**src/rtl/tank_pkg.sv**
```systemverilog
// Shared tank definitions: direction encodings, screen coordinate widths, default colours.
// Latency: none (constants and types only).
// Backpressure: not applicable. Also used by the movement controller and the bullet logic.
package tank_pkg;

   localparam int X_W = 8;
   localparam int Y_W = 7;

   // moving_direction[2] marks the direction field as valid
   localparam int DIR_VALID_BIT = 2;

   localparam logic [1:0] DIR_UP    = 2'd0;
   localparam logic [1:0] DIR_DOWN  = 2'd1;
   localparam logic [1:0] DIR_LEFT  = 2'd2;
   localparam logic [1:0] DIR_RIGHT = 2'd3;

   localparam logic [2:0] COL_TANK = 3'b010;
   localparam logic [2:0] COL_MARK = 3'b111;
   localparam logic [2:0] COL_BG   = 3'b000;

   typedef enum logic [2:0] {
      ST_IDLE,
      ST_REQ,
      ST_ERASE,
      ST_DRAW,
      ST_MARK,
      ST_FIN
   } draw_state_t;

endpackage

```
**src/rtl/tank_drawer_scan.sv**
```systemverilog
// Row-major (col fastest) scanner over a SIZE x SIZE sprite, with a last-pixel flag.
// Latency: the counters advance one step per enabled cycle and wrap to (0,0) after the last pixel.
// Backpressure: with en=0 the position holds. Ports: clk, resetn, clear, en in; row, col, last out.
module sprite_scan #(
   parameter int SIZE = 9
) (
   input  logic       clk,
   input  logic       resetn,
   input  logic       clear,
   input  logic       en,
   output logic [3:0] row,
   output logic [3:0] col,
   output logic       last
);

   localparam logic [3:0] MAX = 4'(SIZE - 1);

   assign last = (row == MAX) && (col == MAX);

   always_ff @(posedge clk or negedge resetn) begin
      if (!resetn) begin
         row <= '0;
         col <= '0;
      end else if (clear) begin
         row <= '0;
         col <= '0;
      end else if (en) begin
         if (col == MAX) begin
            col <= '0;
            // Wrapping to (0,0) lets DRAW follow ERASE without a separate clear.
            row <= last ? 4'd0 : row + 4'd1;
         end else begin
            col <= col + 4'd1;
         end
      end
   end

endmodule

```
**src/rtl/tank_drawer.sv**
```systemverilog
// Redraws one tank sprite whenever its position or facing changes: optional erase, then body, then marker.
// Latency: req rises one cycle after a change; each pixel appears one cycle after its granted cycle.
// Backpressure: grant=0 pauses the scan with plot low. Ports: clk/resetn, xpos/ypos/moving_direction, grant in; req, x_out/y_out/colour/plot, done out.
module tank_drawer
   import tank_pkg::*;
#(
   parameter int         TANK_SIZE   = 9,
   parameter logic [2:0] TANK_COLOUR = COL_TANK,
   parameter logic [2:0] MARK_COLOUR = COL_MARK,
   parameter logic [2:0] BG_COLOUR   = COL_BG
) (
   input  logic           clk,
   input  logic           resetn,
   input  logic [X_W-1:0] xpos,
   input  logic [Y_W-1:0] ypos,
   input  logic [2:0]     moving_direction,
   input  logic           grant,
   output logic           req,
   output logic [X_W-1:0] x_out,
   output logic [Y_W-1:0] y_out,
   output logic [2:0]     colour,
   output logic           plot,
   output logic           done
);

   localparam logic [X_W-1:0] HX = X_W'((TANK_SIZE - 1) / 2);
   localparam logic [X_W-1:0] EX = X_W'(TANK_SIZE - 1);
   localparam logic [Y_W-1:0] HY = Y_W'((TANK_SIZE - 1) / 2);
   localparam logic [Y_W-1:0] EY = Y_W'(TANK_SIZE - 1);

   draw_state_t state, state_nxt;

   logic [1:0]     face, face_eff;
   logic [X_W-1:0] drawn_x, new_x, mark_x, x_nxt;
   logic [Y_W-1:0] drawn_y, new_y, mark_y, y_nxt;
   logic [1:0]     drawn_face, new_face;
   logic           drawn_valid;
   logic           dirty, latch;
   logic           plot_nxt;
   logic [2:0]     colour_nxt;
   logic [3:0]     row, col;
   logic           last, scan_en, scan_clr;

   // Facing as it will be after this edge, so a direction change is picked up
   // with the same one-cycle latency as a position change.
   assign face_eff = moving_direction[DIR_VALID_BIT] ? moving_direction[1:0] : face;

   assign dirty = !drawn_valid || (xpos != drawn_x) || (ypos != drawn_y) ||
                  (face_eff != drawn_face);

   assign scan_clr = (state == ST_IDLE);

   sprite_scan #(.SIZE(TANK_SIZE)) u_scan (
      .clk    (clk),
      .resetn (resetn),
      .clear  (scan_clr),
      .en     (scan_en),
      .row    (row),
      .col    (col),
      .last   (last)
   );

   always_comb begin
      mark_x = new_x + HX;
      mark_y = new_y;
      case (new_face)
         DIR_UP:    begin mark_x = new_x + HX; mark_y = new_y;      end
         DIR_DOWN:  begin mark_x = new_x + HX; mark_y = new_y + EY; end
         DIR_LEFT:  begin mark_x = new_x;      mark_y = new_y + HY; end
         default:   begin mark_x = new_x + EX; mark_y = new_y + HY; end
      endcase
   end

   always_ff @(posedge clk or negedge resetn) begin
      if (!resetn) state <= ST_IDLE;
      else         state <= state_nxt;
   end

   always_comb begin
      state_nxt  = state;
      latch      = 1'b0;
      scan_en    = 1'b0;
      plot_nxt   = 1'b0;
      x_nxt      = x_out;
      y_nxt      = y_out;
      colour_nxt = colour;
      case (state)
         ST_IDLE: begin
            if (dirty) begin
               latch     = 1'b1;
               state_nxt = ST_REQ;
            end
         end
         ST_REQ: begin
            if (grant) state_nxt = drawn_valid ? ST_ERASE : ST_DRAW;
         end
         ST_ERASE: begin
            if (grant) begin
               scan_en    = 1'b1;
               plot_nxt   = 1'b1;
               x_nxt      = drawn_x + {4'b0000, col};
               y_nxt      = drawn_y + {3'b000, row};
               colour_nxt = BG_COLOUR;
               if (last) state_nxt = ST_DRAW;
            end
         end
         ST_DRAW: begin
            if (grant) begin
               scan_en    = 1'b1;
               plot_nxt   = 1'b1;
               x_nxt      = new_x + {4'b0000, col};
               y_nxt      = new_y + {3'b000, row};
               colour_nxt = TANK_COLOUR;
               if (last) state_nxt = ST_MARK;
            end
         end
         ST_MARK: begin
            if (grant) begin
               plot_nxt   = 1'b1;
               x_nxt      = mark_x;
               y_nxt      = mark_y;
               colour_nxt = MARK_COLOUR;
               state_nxt  = ST_FIN;
            end
         end
         ST_FIN:  state_nxt = ST_IDLE;
         default: state_nxt = ST_IDLE;
      endcase
   end

   always_ff @(posedge clk or negedge resetn) begin
      if (!resetn) begin
         req         <= 1'b0;
         plot        <= 1'b0;
         done        <= 1'b0;
         x_out       <= '0;
         y_out       <= '0;
         colour      <= '0;
         face        <= DIR_UP;
         new_x       <= '0;
         new_y       <= '0;
         new_face    <= DIR_UP;
         drawn_x     <= '0;
         drawn_y     <= '0;
         drawn_face  <= DIR_UP;
         drawn_valid <= 1'b0;
      end else begin
         req    <= (state_nxt == ST_REQ) || (state_nxt == ST_ERASE) ||
                   (state_nxt == ST_DRAW) || (state_nxt == ST_MARK);
         plot   <= plot_nxt;
         done   <= (state == ST_FIN);
         x_out  <= x_nxt;
         y_out  <= y_nxt;
         colour <= colour_nxt;
         face   <= face_eff;
         if (latch) begin
            new_x    <= xpos;
            new_y    <= ypos;
            new_face <= face_eff;
         end
         if (state == ST_FIN) begin
            drawn_x     <= new_x;
            drawn_y     <= new_y;
            drawn_face  <= new_face;
            drawn_valid <= 1'b1;
         end
      end
   end

endmodule

```
**config.mk**
```make
export PLATFORM = sky130hd
export DESIGN_NAME = tank_drawer
export DESIGN_NICKNAME = d
export VERILOG_FILES = /design/src/rtl/tank_pkg.sv /design/src/rtl/tank_drawer_scan.sv /design/src/rtl/tank_drawer.sv
export SDC_FILE = /design/constraint.sdc
export NUM_CORES = 1
export LEC_CHECK = 0
export CORE_ASPECT_RATIO = 1.1
export CORE_MARGIN = 2
export CORE_UTILIZATION = 45
export CTS_CLUSTER_DIAMETER = 30
export DETAILED_ROUTE_END_ITERATION = 10
export DONT_BUFFER_PORTS = 1
export GPL_TIMING_DRIVEN = 0
export HOLD_SLACK_MARGIN = 0.12
export SKIP_LAST_GASP = 1
export SLEW_MARGIN = 20
export SYNTH_ARGS = -nofsm -noshare
export SYNTH_HDL_FRONTEND = slang
export SYNTH_HIERARCHICAL = 1
export SYNTH_SLANG_ARGS = --single-unit
```
**constraint.sdc**
```tcl
create_clock -name clk -period 8.25 [get_ports clk]
set_input_delay 2.475 -clock clk [delete_from_list [all_inputs] [get_ports clk]]
set_output_delay 2.475 -clock clk [all_outputs]
set_load 0.02 [all_outputs]
```
* Yosys cells after proc, flatten, opt, wreduce, memory -nomap -nowiden *
Cells that the tools add are included.
Widths: inputs -> output; s select.

word-level totals
  flip-flop bits (word level) = 69
  word-level logic and storage cells = 100

operators by class
  $add $sub $neg = 10
  equal/unequal tests = 19
  mux-type cells = 36
  reduce and logical (&&, ||, !) cells = 18

operators by type and width
  cell                 count
  $mux 3               10
  $mux 4               7
  $mux 8               3
  $pmux 8 s3           1
  $mux 7               3
  $pmux 7 s3           1
  $add 8x4->8          2
  $pmux 8 s2           1
  $pmux 3 s5           1
  $add 7x4->7          2
  $pmux 7 s2           1
  $eq 3x2->1 const B   4
  $eq 3x3->1 const B   3
  $pmux 3 s3           1
  $add 4x1->4 const B  2
  $add 8x3->8 const B  1
  $add 8x4->8 const B  1
  $eq 4x4->1 const B   2
  $ne 8x8->1           1
  $add 7x3->7 const B  1
  $add 7x4->7 const B  1
  $ne 7x7->1           1
  $eq 3x1->1 const B   2
  $logic_or 1x1->1     6
  other kinds (16)     25

* Logic depth before layout (Yosys ltp) *
  depth in word-level cells = 10
  gate-level depth with buffers = 12

* Hierarchy *
The synthesis kept the hierarchy.

by module, submodules not included
  module       instances  cells each  area an instance (µm²)
  tank_drawer  1          336         3540.9
  sprite_scan  1          49          523.0

* Worst setup path before layout *
Ideal clock, no wire load.

  path kind = input -> register
  start point = input port moving_direction[2]
  end point = register new_face[1]
  setup time = 0.125 ns
  arrival = 3.842 ns
  required time = 8.125 ns
  setup slack = 4.282 ns
  cell stages on the path = 6
  path buffers = 1
  cells stage by stage = mux2_2 > xor2_1 > nor4_4 > a21boi_4 > buf_8 > mux2_4

on the way
  longest elaborated chain between the ends = 5

RTL lines
  element               line                source
  from (decl)           tank_drawer.sv:16   input logic [2:0] moving_direction,
  $mux 2 (*)            tank_drawer.sv:46   assign face_eff = moving_direction[DIR_VALID_BIT] ? moving_direction[1:0] : face;
  $ne 2x2->1            tank_drawer.sv:49   (face_eff != drawn_face);
  $logic_or 1x1->1      tank_drawer.sv:48   assign dirty = !drawn_valid || (xpos != drawn_x) || (ypos != drawn_y) ||
  $mux 1                tank_drawer.sv:89   if (dirty) begin
  $mux 1                tank_drawer.sv:87   case (state)
  to (signal assigned)  tank_drawer.sv:142  new_face <= DIR_UP;
  to (signal assigned)  tank_drawer.sv:159  new_face <= face_eff;
  to (decl)             tank_drawer.sv:36   logic [1:0] drawn_face, new_face;

Mark *: on every way between the ends. The rest lies on a longest branch, timed or not.
A chain may end at the register's enable or synchronous reset.

* Final worst setup path *
  start point = input port grant
  end point = register u_scan.row[2]

on the way
  longest elaborated chain between the ends = 4

RTL lines
  element                      line                                   source
  from (decl)                  tank_drawer.sv:17                      input logic grant,
  $mux 1                       tank_drawer.sv:98, tank_drawer.sv:108
  $mux 1                       --
  net scan_en                  tank_drawer.sv:42                      logic last, scan_en, scan_clr;
  $reduce_bool 2->1 (no line)  --
  $reduce_and 2->1 (no line)   --
  to (signal assigned)         tank_drawer_scan.sv:31                 row <= last ? 4'd0 : row + 4'd1;
  to (decl)                    tank_drawer_scan.sv:11                 output logic [3:0] row,

The timed path passes the listed nets, and every way through them passes these cells.

==> results.yml <==
timing:
  relSlewSlack: 0.407
  worst_pin_slew_ps: 886
  finalSetupTns_ps: 0
  hold_viol: 0
  finalClockSkew_ps: 8.97
  rsz0062_at_grt: "no"
  fin_crit_sh: 0.516
  slew_violations: 0
  layout_min_cycle_time_ps: 4260
  setup_violations: 0
  max_freq_mhz: 235
  whs_ps: 518
global_routing:
  grt_usage: 0.215
  grt_pass1_vias: 2945
  grt_overflow: 0
  grt_max_degree: 69
  antenna_found_initial: 0
  grt_pass1_wl_mm: 15.9
die:
  die_h_um: 104
  std_cell_rows: 36
  fp.dieW_um: 94.6
  core_area_um2: 8830
  initial_utilization: 0.460
  io-pin-count: 42
  die_area_um2: 9810
synth:
  seq_area_frac_synth: 0.419
  synth_cell_types: 54
  synth_top_area_frac: 0.419
  synth_seq_cells: 68
  synth_fp_nets: 424
  async_flop_share: 1.00
  synth_area_um2: 4060
  yosys-top-cells-area: "dfrtp_1, mux2_2, xnor2_1"
  synth_cells: 385
  ys_warn_count: 6
  ys.flop_type: "dfrtp_1"
  syn_area_per_cell_um2: 10.6
  synth_top_area_cell: "dfrtp_1"
  synth-edff-count: 0
detailed_routing:
  wl_mm: 9.77
  wirelength_met1_mm: 4.41
  wl_met3_um: 492
  detailedRoute.firstIterationViolations: 145
  wl_met2_mm: 4.59
  drc: 0
  vias: 2855
  routedWlPerCell_um: 19.0
  viasPerCell: 5.54
  top_layer: "met4"
  ant_nets: 0
  first_pass_iters: 4
finish:
  syn2layout_area_growth_pct: 8.22
  layout_common_cells: "dfrtp_1, nand2_1, mux2_2"
  multi_input_area_um2: 2230
  nNetsFinal: 435
  seqCellArea_um2: 1700
  fillCellCount: 845
  diodes: 0
  final_common_cell: "dfrtp_1"
  layout-drive-gt1-share: 0.195
placed_design:
  gp_congestion: 0.905
  dp_hpwl_mm: 6.99
  portBuffers: 0
min_path:
  min_path_type: "flop to flop"
  min_delay_path_depth: 2
clock_tree:
  htreeDepth: 3
  cts_setup_buffers: 0
  ctsResizeCount: 0
  clockBufferDepth: 2
  cts.sinks: 68
  cts_tree: "built"
  cts_made_buffers: 9
  root_buffer: "clkbuf_8"
  clk_latency_ps: 360
  cts_hold_buf: 0
  clkSlewWorstSetupHoldPaths_ps: 80
setup_path:
  required_ps: 8490
  cp-start-kind: "input pin"
  crit_fanout: 10
  cp-end-kind: "flop"
  reg2reg_depth: 12
  critPathArrivalTime_ps: 4500
  path_class: "input pin to flop"
power:
  switching_share: 0.423
  power_density_nw_per_um2: 369
  switching_power_uw: 686
  p_leak_nw: 1.90
  p_clk_frac: 0.169
  pwr-share-seq: 0.384
  max-vdd-ir-drop_uv: 162
  p_comb_frac: 0.448
  cellInternalPower_uw: 936
run:
  maxCapViolations: 0
run_status:
  status: "finished clean"
==> area by class of cell <==
| type | instances | share of cell area |
|---|---|---|
| tap | 114 | 0.0324 |
| clock inverter | 7 | 0.0154 |
| buffer | 19 | 0.0239 |
| inverter | 7 | 0.00597 |
| clock buffer | 9 | 0.0282 |
| multi-input combinational | 291 | 0.507 |
| sequential | 68 | 0.387 |
==> layer usage <==
| metal | up-vias | track usage |
|---|---|---|
| met5 | - | 0 |
| met4 | 0 | 0.106 |
| met3 | 18 | 0.0604 |
| met2 | 55 | 0.317 |
| met1 | 1400 | 0.289 |
| li1 | 1382 | - |
==> registers in the layout, indices dropped and copies added, names as in the netlist <==
register / cells
req: 1
u_scan/col: 4
drawn_valid: 1
state: 3
face: 2
colour: 2
u_scan/row: 4
done: 1
new_face: 2
new_y: 7
drawn_y: 7
new_x: 8
drawn_face: 2
y_out: 7
drawn_x: 8
x_out: 8
plot: 1
==> power groups by stage <==
stage / clock network (mW) / registers, mW / logic, mW
after floorplan: 0 / 0.589 / 0.588
after global placement: 0 / 0.627 / 0.697
after detailed placement: 0 / 0.631 / 0.718
after CTS: 0.282 / 0.625 / 0.725
after global routing: 0.296 / 0.645 / 0.816
final: 0.273 / 0.623 / 0.726
==> kinds of logic after synthesis <==
| group | after synthesis | share of synthesized area |
|---|---|---|
| AND/OR/NAND/NOR | 112 | 0.138 |
| AO/OA/AOI/OAI | 75 | 0.129 |
| flip-flops | 68 | 0.419 |
| multiplexers | 50 | 0.145 |
| XOR/XNOR | 36 | 0.0776 |
| buffers and inverters | 26 | 0.0323 |
| adder cells (fa/ha/maj) | 18 | 0.0591 |
==> cells in the mapped netlist (2+ instances only) <==
library cell,instances
mux2_2,32
buf_4,2
a211oi_1,8
a31oi_1,6
nand4_1,3
buf_2,6
ha_1,16
xnor2_1,30
o21ai_0,22
dfrtp_1,68
inv_1,7
clkbuf_1,9
mux2i_1,8
a211o_1,2
nand3_1,2
o2111ai_1,2
fa_1,2
nand2_1,49
nor3_1,9
a221o_1,2
xor2_1,6
a21o_1,5
nand3b_1,5
a21oi_1,13
mux2_4,10
nor2b_1,4
o221ai_1,2
nor2_1,24
nand2b_1,4
and2_1,2
a22oi_1,2
==> stage by stage <==
stage / util / cells / total power, mW / cell area, um^2 / setup slack [ps]
global route: 0.498 / 515 / 1.76 / 4400 / 3840
global placement: 0.476 / 499 / 1.32 / 4210 / 3710
detailed placement: 0.476 / 499 / 1.35 / 4210 / 3680
CTS: 0.498 / 515 / 1.63 / 4400 / 4050
finish: 0.498 / 515 / 1.62 / 4400 / 3990
floorplan: - / 385 / 1.18 / 4060 / 4280
==> critical path, cell delays in order <==
cell	delay [ps]
clkbuf_1	300
o21ai_2	250
nor2_1	730
a41oi_2	390
o21ai_0	260
o31ai_1	90
==> final timing paths <==
check	start	end	slack (ps)
setup / recovery	grant	u_scan/row[2]	3990
hold / removal	new_y[0]	drawn_y[0]	520
setup reg to reg	state[0]	y_out[6]	4480
hold reg to reg	new_y[0]	drawn_y[0]	520
max in group asynchronous	resetn	new_y[3]	6290
min in group asynchronous	resetn	u_scan/col[2]	1800
No activity file was read; power rests on OpenSTA's default activity.
